`src/rtl/usb_rx.sv`:
```
// usb_rx: USB full-speed receive path (sync, NRZI decode, unstuffing, SYNC/PID/EOP, FIFO writes).
// Optional feature: define USB_RX_CRC16_EN to check the DATA-packet CRC16 residual at EOP.
module usb_rx #(
  parameter int unsigned CLKS_PER_BIT = 8
) (
  input  logic       clk,
  input  logic       rst,
  input  logic       Dplus_in,
  input  logic       Dminus_in,
  input  logic [6:0] buffer_occupancy,
  output logic [3:0] rx_packet,
  output logic       rx_data_ready,
  output logic       rx_transfer_active,
  output logic       rx_error,
  output logic       flush_buffer,
  output logic       store_rx_packet_data,
  output logic [7:0] rx_packet_data
);
  localparam int unsigned CW   = $clog2(CLKS_PER_BIT);
  localparam int unsigned HALF = CLKS_PER_BIT / 2;

  typedef enum logic [2:0] {
    S_IDLE, S_SYNC, S_PID, S_TOKEN, S_DATA, S_EOP, S_DONE, S_ERR
  } state_t;

  state_t        state;
  logic          dp_s1, dp_s2, dm_s1, dm_s2, dp_d, last_dp;
  logic [CW-1:0] cnt;
  logic [2:0]    ones;
  logic [2:0]    bit_cnt;
  logic [6:0]    shreg;
  logic [7:0]    hold0, hold1;
  logic [1:0]    nbytes;
  logic [3:0]    pid_code;
  logic          se0_seen;
  logic [2:0]    j_cnt;

  logic       samp, line_j, line_k, line_se0, nrzi_bit, stuff_bit, pkt_ok;
  logic [7:0] new_byte;

  assign samp      = (cnt == CW'(HALF));
  assign line_j    = dp_s2 & ~dm_s2;
  assign line_k    = ~dp_s2 & dm_s2;
  assign line_se0  = ~dp_s2 & ~dm_s2;
  assign nrzi_bit  = (dp_s2 == last_dp);
  assign stuff_bit = (ones == 3'd6);
  assign new_byte  = {nrzi_bit, shreg};

`ifdef USB_RX_CRC16_EN
  logic [15:0] crc;

  function automatic logic [15:0] crc_step(input logic [15:0] c, input logic b);
    return {c[14:0], 1'b0} ^ ((b ^ c[15]) ? 16'h8005 : 16'h0000);
  endfunction

  assign pkt_ok = !((pid_code == 4'd3) || (pid_code == 4'd4)) || (crc == 16'h800D);
`else
  assign pkt_ok = 1'b1;
`endif

  function automatic logic [3:0] pid_decode(input logic [7:0] b);
    case (b)
      8'hE1:   return 4'd1;
      8'h69:   return 4'd2;
      8'hC3:   return 4'd3;
      8'h4B:   return 4'd4;
      8'hD2:   return 4'd5;
      8'h5A:   return 4'd6;
      8'h1E:   return 4'd7;
      default: return 4'd0;
    endcase
  endfunction

  always_ff @(posedge clk or posedge rst) begin
    if (rst) begin
      dp_s1 <= 1'b1; dp_s2 <= 1'b1; dp_d <= 1'b1; last_dp <= 1'b1;
      dm_s1 <= 1'b0; dm_s2 <= 1'b0;
      cnt <= '0; ones <= '0; bit_cnt <= '0; shreg <= '0;
      hold0 <= '0; hold1 <= '0; nbytes <= '0; pid_code <= '0;
      se0_seen <= 1'b0; j_cnt <= '0;
      state <= S_IDLE;
      rx_packet <= '0; rx_data_ready <= 1'b0; rx_transfer_active <= 1'b0;
      rx_error <= 1'b0; flush_buffer <= 1'b0; store_rx_packet_data <= 1'b0;
      rx_packet_data <= '0;
`ifdef USB_RX_CRC16_EN
      crc <= '1;
`endif
    end else begin
      dp_s1 <= Dplus_in;  dp_s2 <= dp_s1;
      dm_s1 <= Dminus_in; dm_s2 <= dm_s1;
      dp_d  <= dp_s2;
      // Bit clock re-phases on every D+ edge so the sample stays mid-bit.
      cnt <= ((dp_s2 != dp_d) || (cnt == CW'(CLKS_PER_BIT - 1))) ? '0 : cnt + 1'b1;
      if (samp && !line_se0) last_dp <= dp_s2;

      rx_data_ready        <= 1'b0;
      flush_buffer         <= 1'b0;
      store_rx_packet_data <= 1'b0;

      case (state)
        S_IDLE: if (samp && line_k) begin
          rx_transfer_active <= 1'b1;
          rx_error  <= 1'b0;
          rx_packet <= '0;
          shreg     <= new_byte[7:1];
          bit_cnt   <= 3'd1;
          ones      <= '0;
          j_cnt     <= '0;
          state     <= S_SYNC;
        end

        S_SYNC, S_PID, S_TOKEN, S_DATA: if (samp) begin
          if (line_se0) begin
            if (state == S_DATA && bit_cnt == 3'd0 && nbytes == 2'd2) begin
              se0_seen <= 1'b1;
              state    <= S_EOP;
            end else begin
              state <= S_ERR;
            end
          end else if (stuff_bit) begin
            if (nrzi_bit) state <= S_ERR;
            else          ones  <= '0;
          end else begin
            ones    <= nrzi_bit ? ones + 3'd1 : '0;
            shreg   <= new_byte[7:1];
            bit_cnt <= bit_cnt + 3'd1;
`ifdef USB_RX_CRC16_EN
            if (state == S_DATA) crc <= crc_step(crc, nrzi_bit);
`endif
            if (bit_cnt == 3'd7) begin
              case (state)
                S_SYNC: state <= (new_byte == 8'h80) ? S_PID : S_ERR;
                S_PID: begin
                  pid_code <= pid_decode(new_byte);
                  nbytes   <= '0;
                  se0_seen <= 1'b0;
                  case (pid_decode(new_byte))
                    4'd1, 4'd2: state <= S_TOKEN;
                    4'd3, 4'd4: begin
                      state        <= S_DATA;
                      flush_buffer <= 1'b1;
`ifdef USB_RX_CRC16_EN
                      crc          <= '1;
`endif
                    end
                    4'd5, 4'd6, 4'd7: state <= S_EOP;
                    default:          state <= S_ERR;
                  endcase
                end
                S_TOKEN: begin
                  if (nbytes == 2'd1) state <= S_EOP;
                  else                nbytes <= 2'd1;
                end
                default: begin
                  // Two-byte holdback: the byte leaving hold1 is never part of the CRC.
                  hold0 <= new_byte;
                  hold1 <= hold0;
                  if (nbytes == 2'd2) begin
                    if (buffer_occupancy == 7'd64) begin
                      state <= S_ERR;
                    end else begin
                      store_rx_packet_data <= 1'b1;
                      rx_packet_data       <= hold1;
                    end
                  end else begin
                    nbytes <= nbytes + 2'd1;
                  end
                end
              endcase
            end
          end
        end

        S_EOP: if (samp) begin
          if (line_se0) begin
            se0_seen <= 1'b1;
          end else if (!se0_seen && stuff_bit && !nrzi_bit) begin
            ones <= '0;
          end else if (se0_seen && line_j && pkt_ok) begin
            rx_packet          <= pid_code;
            rx_data_ready      <= 1'b1;
            rx_transfer_active <= 1'b0;
            state              <= S_DONE;
          end else begin
            state <= S_ERR;
          end
        end

        S_DONE: state <= S_IDLE;

        default: begin
          rx_error           <= 1'b1;
          rx_packet          <= '0;
          rx_transfer_active <= 1'b0;
          if (samp) begin
            if (!line_j)               j_cnt <= '0;
            else if (j_cnt == 3'd7)    state <= S_IDLE;
            else                       j_cnt <= j_cnt + 3'd1;
          end
        end
      endcase
    end
  end
endmodule

```
`config.mk`:
```
export PLATFORM = sky130hd
export DESIGN_NAME = usb_rx
export DESIGN_NICKNAME = d
export VERILOG_FILES = /design/src/rtl/usb_rx.sv
export SDC_FILE = /design/constraint.sdc
export NUM_CORES = 1
export LEC_CHECK = 0
export ABC_CLOCK_PERIOD_IN_PS = 2800
export CORE_MARGIN = 2
export CORE_UTILIZATION = 45
export DETAILED_ROUTE_END_ITERATION = 8
export GPL_ROUTABILITY_DRIVEN = 0
export GPL_TIMING_DRIVEN = 1
export PLACE_DENSITY = 0.6
export SYNTH_ARGS = -nofsm -noshare
export SYNTH_HDL_FRONTEND = slang
export SYNTH_SLANG_ARGS = --single-unit
```
`constraint.sdc`:
```
create_clock -name clk -period 2.8 [get_ports clk]
set_input_delay 0.42 -clock clk [delete_from_list [all_inputs] [get_ports clk]]
set_output_delay 0.42 -clock clk [all_outputs]
set_load 0.1 [all_outputs]
```
==> metrics <==
critical path cell sequence inv_1 -> ha_1 -> nand4b_1 -> a22oi_1 -> nor3_2 -> buf_4 -> nor4b_4 -> a21oi_1 -> a31o_1; Area after DPL 3680 sq um; Max Freq 428 MHz; Worst Path Required 3040 ps; setup TNS 0 ps; CP Launch Type register; post-CTS setup buffers 0; Syn Inst Count 321; largest net degree at the start of global routing 26; M2 GR Usage 0.264; worst hold path class reg -> reg; Syn Std Cell Area 3340 sq um; Area Overhead vs Synth 16.9%; Root Buffer clkbuf_8; Final min period 2330 ps; Slew Viols, Final 0; total track usage 0.179; Setup-failing EPs final 0; asr flop ratio synth 1.00; drt drc 0; Avg WL per Cell 14.5 um; top cell family by delay on the critical path simple AND/OR/NAND/NOR gates; Worst-Margin Slew 610 ps; M3 GR Usage 0.0486; clock skew 7.10 ps; post_cts resized 0; PwrDens 544 nW/um^2; sequential fraction of the synthesis area 0.495; max cap viols 0; Initial Utilization 0.464; die area 8140 sq um; LEAKAGE 1.80 nW; status finished, final reports clean; port bufs 26; Setup Slack @ Placement 208 ps; Via density 5.30; share of cells above drive strength 1 0.233; most frequent cells in the layout dfrtp_1 (62), nand2_1 (43), o21ai_0 (26), buf_4 (26), mux2_2 (24); Clk Latency, worst-skew pair 340 ps; met1 GRT Util 0.250; Top FF cell, synth dfrtp_1; clock sink count 66; yosys warns 0; Final nets 379; peak supply drop 0.292 mV; EDFF count, synth 0; routed via count 2436; Die Height 90.2 um; Die W 90.2 um; Mapped Avg Cell Area 10.4 sq um; router iterations before antenna repair 4; post-route ant nets 0; ant diodes 0; CTS max path bufs 2; row count 31; clk slew on worst S/H paths 70 ps; vias in the first global route 2355; Final Instance Area 3910 sq um; Final Hold Vio Count 0; dpl hpwl 4800 um; CP max FO 8; crit path capture type register; utilization after layout 0.542; Crit-path slowest cell dfrtp_1; gr busiest metal met2; first-pass GRT wire length 11600 um; period utilisation layout 0.834; Critical Path Max Stage Delay 400 ps; initial drt markers 209; RSZ-0062 raised after global routing false; TritonCTS clock tree built; slack of the critical path 466 ps; Yosys reg bits 66; CTS H-tree depth 3; Distinct cells, synth 58; CP bufs+invs 2; Core ar. 7210 sq um; TritonCTS Buffers 9; Post-Route WL 6690 um; Syn Nets 344; antenna violations before repair 0; slew margin rel. 0.590; critical path arrival 2570 ps; kind of critical path reg -> reg; # fillers 669; gr ovfl total 0; Hold Buf Count CTS 0; post-layout power 0.00213 W; io pins 28; commonest non-fill, non-tap cell in the layout dfrtp_1
cell usage after synthesis, types with 2 or more instances:
cell,count,area (sq um)
nor3_1,10,50.1
xor2_1,2,17.5
a21oi_1,14,70.1
o211ai_1,2,15.0
a21o_1,2,15.0
or3_1,2,12.5
nand2b_1,6,37.5
and2_1,3,18.8
xnor2_1,3,26.3
nor3_2,3,30.0
a211oi_1,2,15.0
o22ai_1,2,12.5
nand3_1,9,45.0
o41ai_1,2,17.5
mux2_2,24,270
buf_2,2,10.0
inv_1,15,56.3
nand4_1,2,12.5
nor2_1,14,52.6
ha_1,12,150
clkbuf_1,4,15.0
a22o_1,2,17.5
nor2b_1,3,18.8
dfstp_2,4,105
o31ai_1,7,52.6
o21ai_0,26,130
a31oi_1,4,25.0
nor3b_1,4,30.0
nand2_1,43,161
dfrtp_1,62,1550
a22oi_1,2,15.0
buf_4,3,22.5
cells by family (layout without fill, tap and decap cells):
| logic type | count (synthesis) | count (layout) | synth area share |
|---|---|---|---|
| other | 1 | 1 | 0.00112 |
| buffers and inverters | 27 | 67 | 0.0408 |
| AND/OR/NAND/NOR | 112 | 112 | 0.182 |
| adder cells (fa/ha/maj) | 12 | 12 | 0.0449 |
| flip-flops | 66 | 66 | 0.495 |
| XOR/XNOR | 5 | 5 | 0.0131 |
| AO/OA/AOI/OAI | 74 | 74 | 0.142 |
| multiplexers | 24 | 24 | 0.0808 |
stage by stage:
step                      hold WS [ps]  std cells
after global routing               366        460
final                              350        460
after floorplan                    331        321
after CTS                          351        460
after global placement             339        444
after detailed placement           336        444
routing by layer:
metal  part of all wire  wire length (um)
met5                  0                 0
met4              0.013                87
met1               0.49              3290
met2               0.44              2920
met3              0.058               389
path summary, 6_finish.rpt:
kind,cells after the start,start,slack [ps],endpoint
max,9,cnt[0]$_DFF_PP0_,470,state[2]$_DFFE_PP0P_
min,0,dm_s1$_DFF_PP0_,350,dm_s2$_DFF_PP0_
max reg2reg,9,cnt[0]$_DFF_PP0_,470,state[2]$_DFFE_PP0P_
min reg2reg,0,dm_s1$_DFF_PP0_,350,dm_s2$_DFF_PP0_
max in group asynchronous,3,rst,1600,last_dp$_DFFE_PP1P_
min in group asynchronous,2,rst,440,hold0[7]$_DFFE_PP0P_
area by class of cell:
| cell class | count | area (sq um) | share of cell area |
|---|---|---|---|
| clock buffer | 10 | 138 | 0.0352 |
| sequential | 66 | 1660 | 0.424 |
| multi-input combinational | 228 | 1550 | 0.397 |
| inverter | 15 | 56.3 | 0.0144 |
| tap | 99 | 124 | 0.0317 |
| clock inverter | 6 | 88.8 | 0.0227 |
| timing repair buffer | 36 | 295 | 0.0755 |
power breakdown:
| part | total (W) | internal, W | switching, W |
|---|---|---|---|
| Combinational | 0.000205 | 0.0000695 | 0.000135 |
| Clock | 0.000904 | 0.000527 | 0.000378 |
| Sequential | 0.00102 | 0.000987 | 0.0000301 |
registers in the layout, summed over array words and instances (netlist names), 2 cells and up:
register	flops
rx_packet	3
pid_code	3
cnt	3
hold1	8
j_cnt	3
nbytes	2
hold0	8
ones	3
bit_cnt	3
state	3
shreg	7
rx_packet_data	8
worst reg2reg max path: stages, from the launching register on:
cell	delay (ps)
dfrtp_1	400
inv_1	60
ha_1	240
nand4b_1	270
a22oi_1	290
nor3_2	80
buf_4	170
nor4b_4	390
a21oi_1	120
a31o_1	200
(Power assumes the default switching activity.)
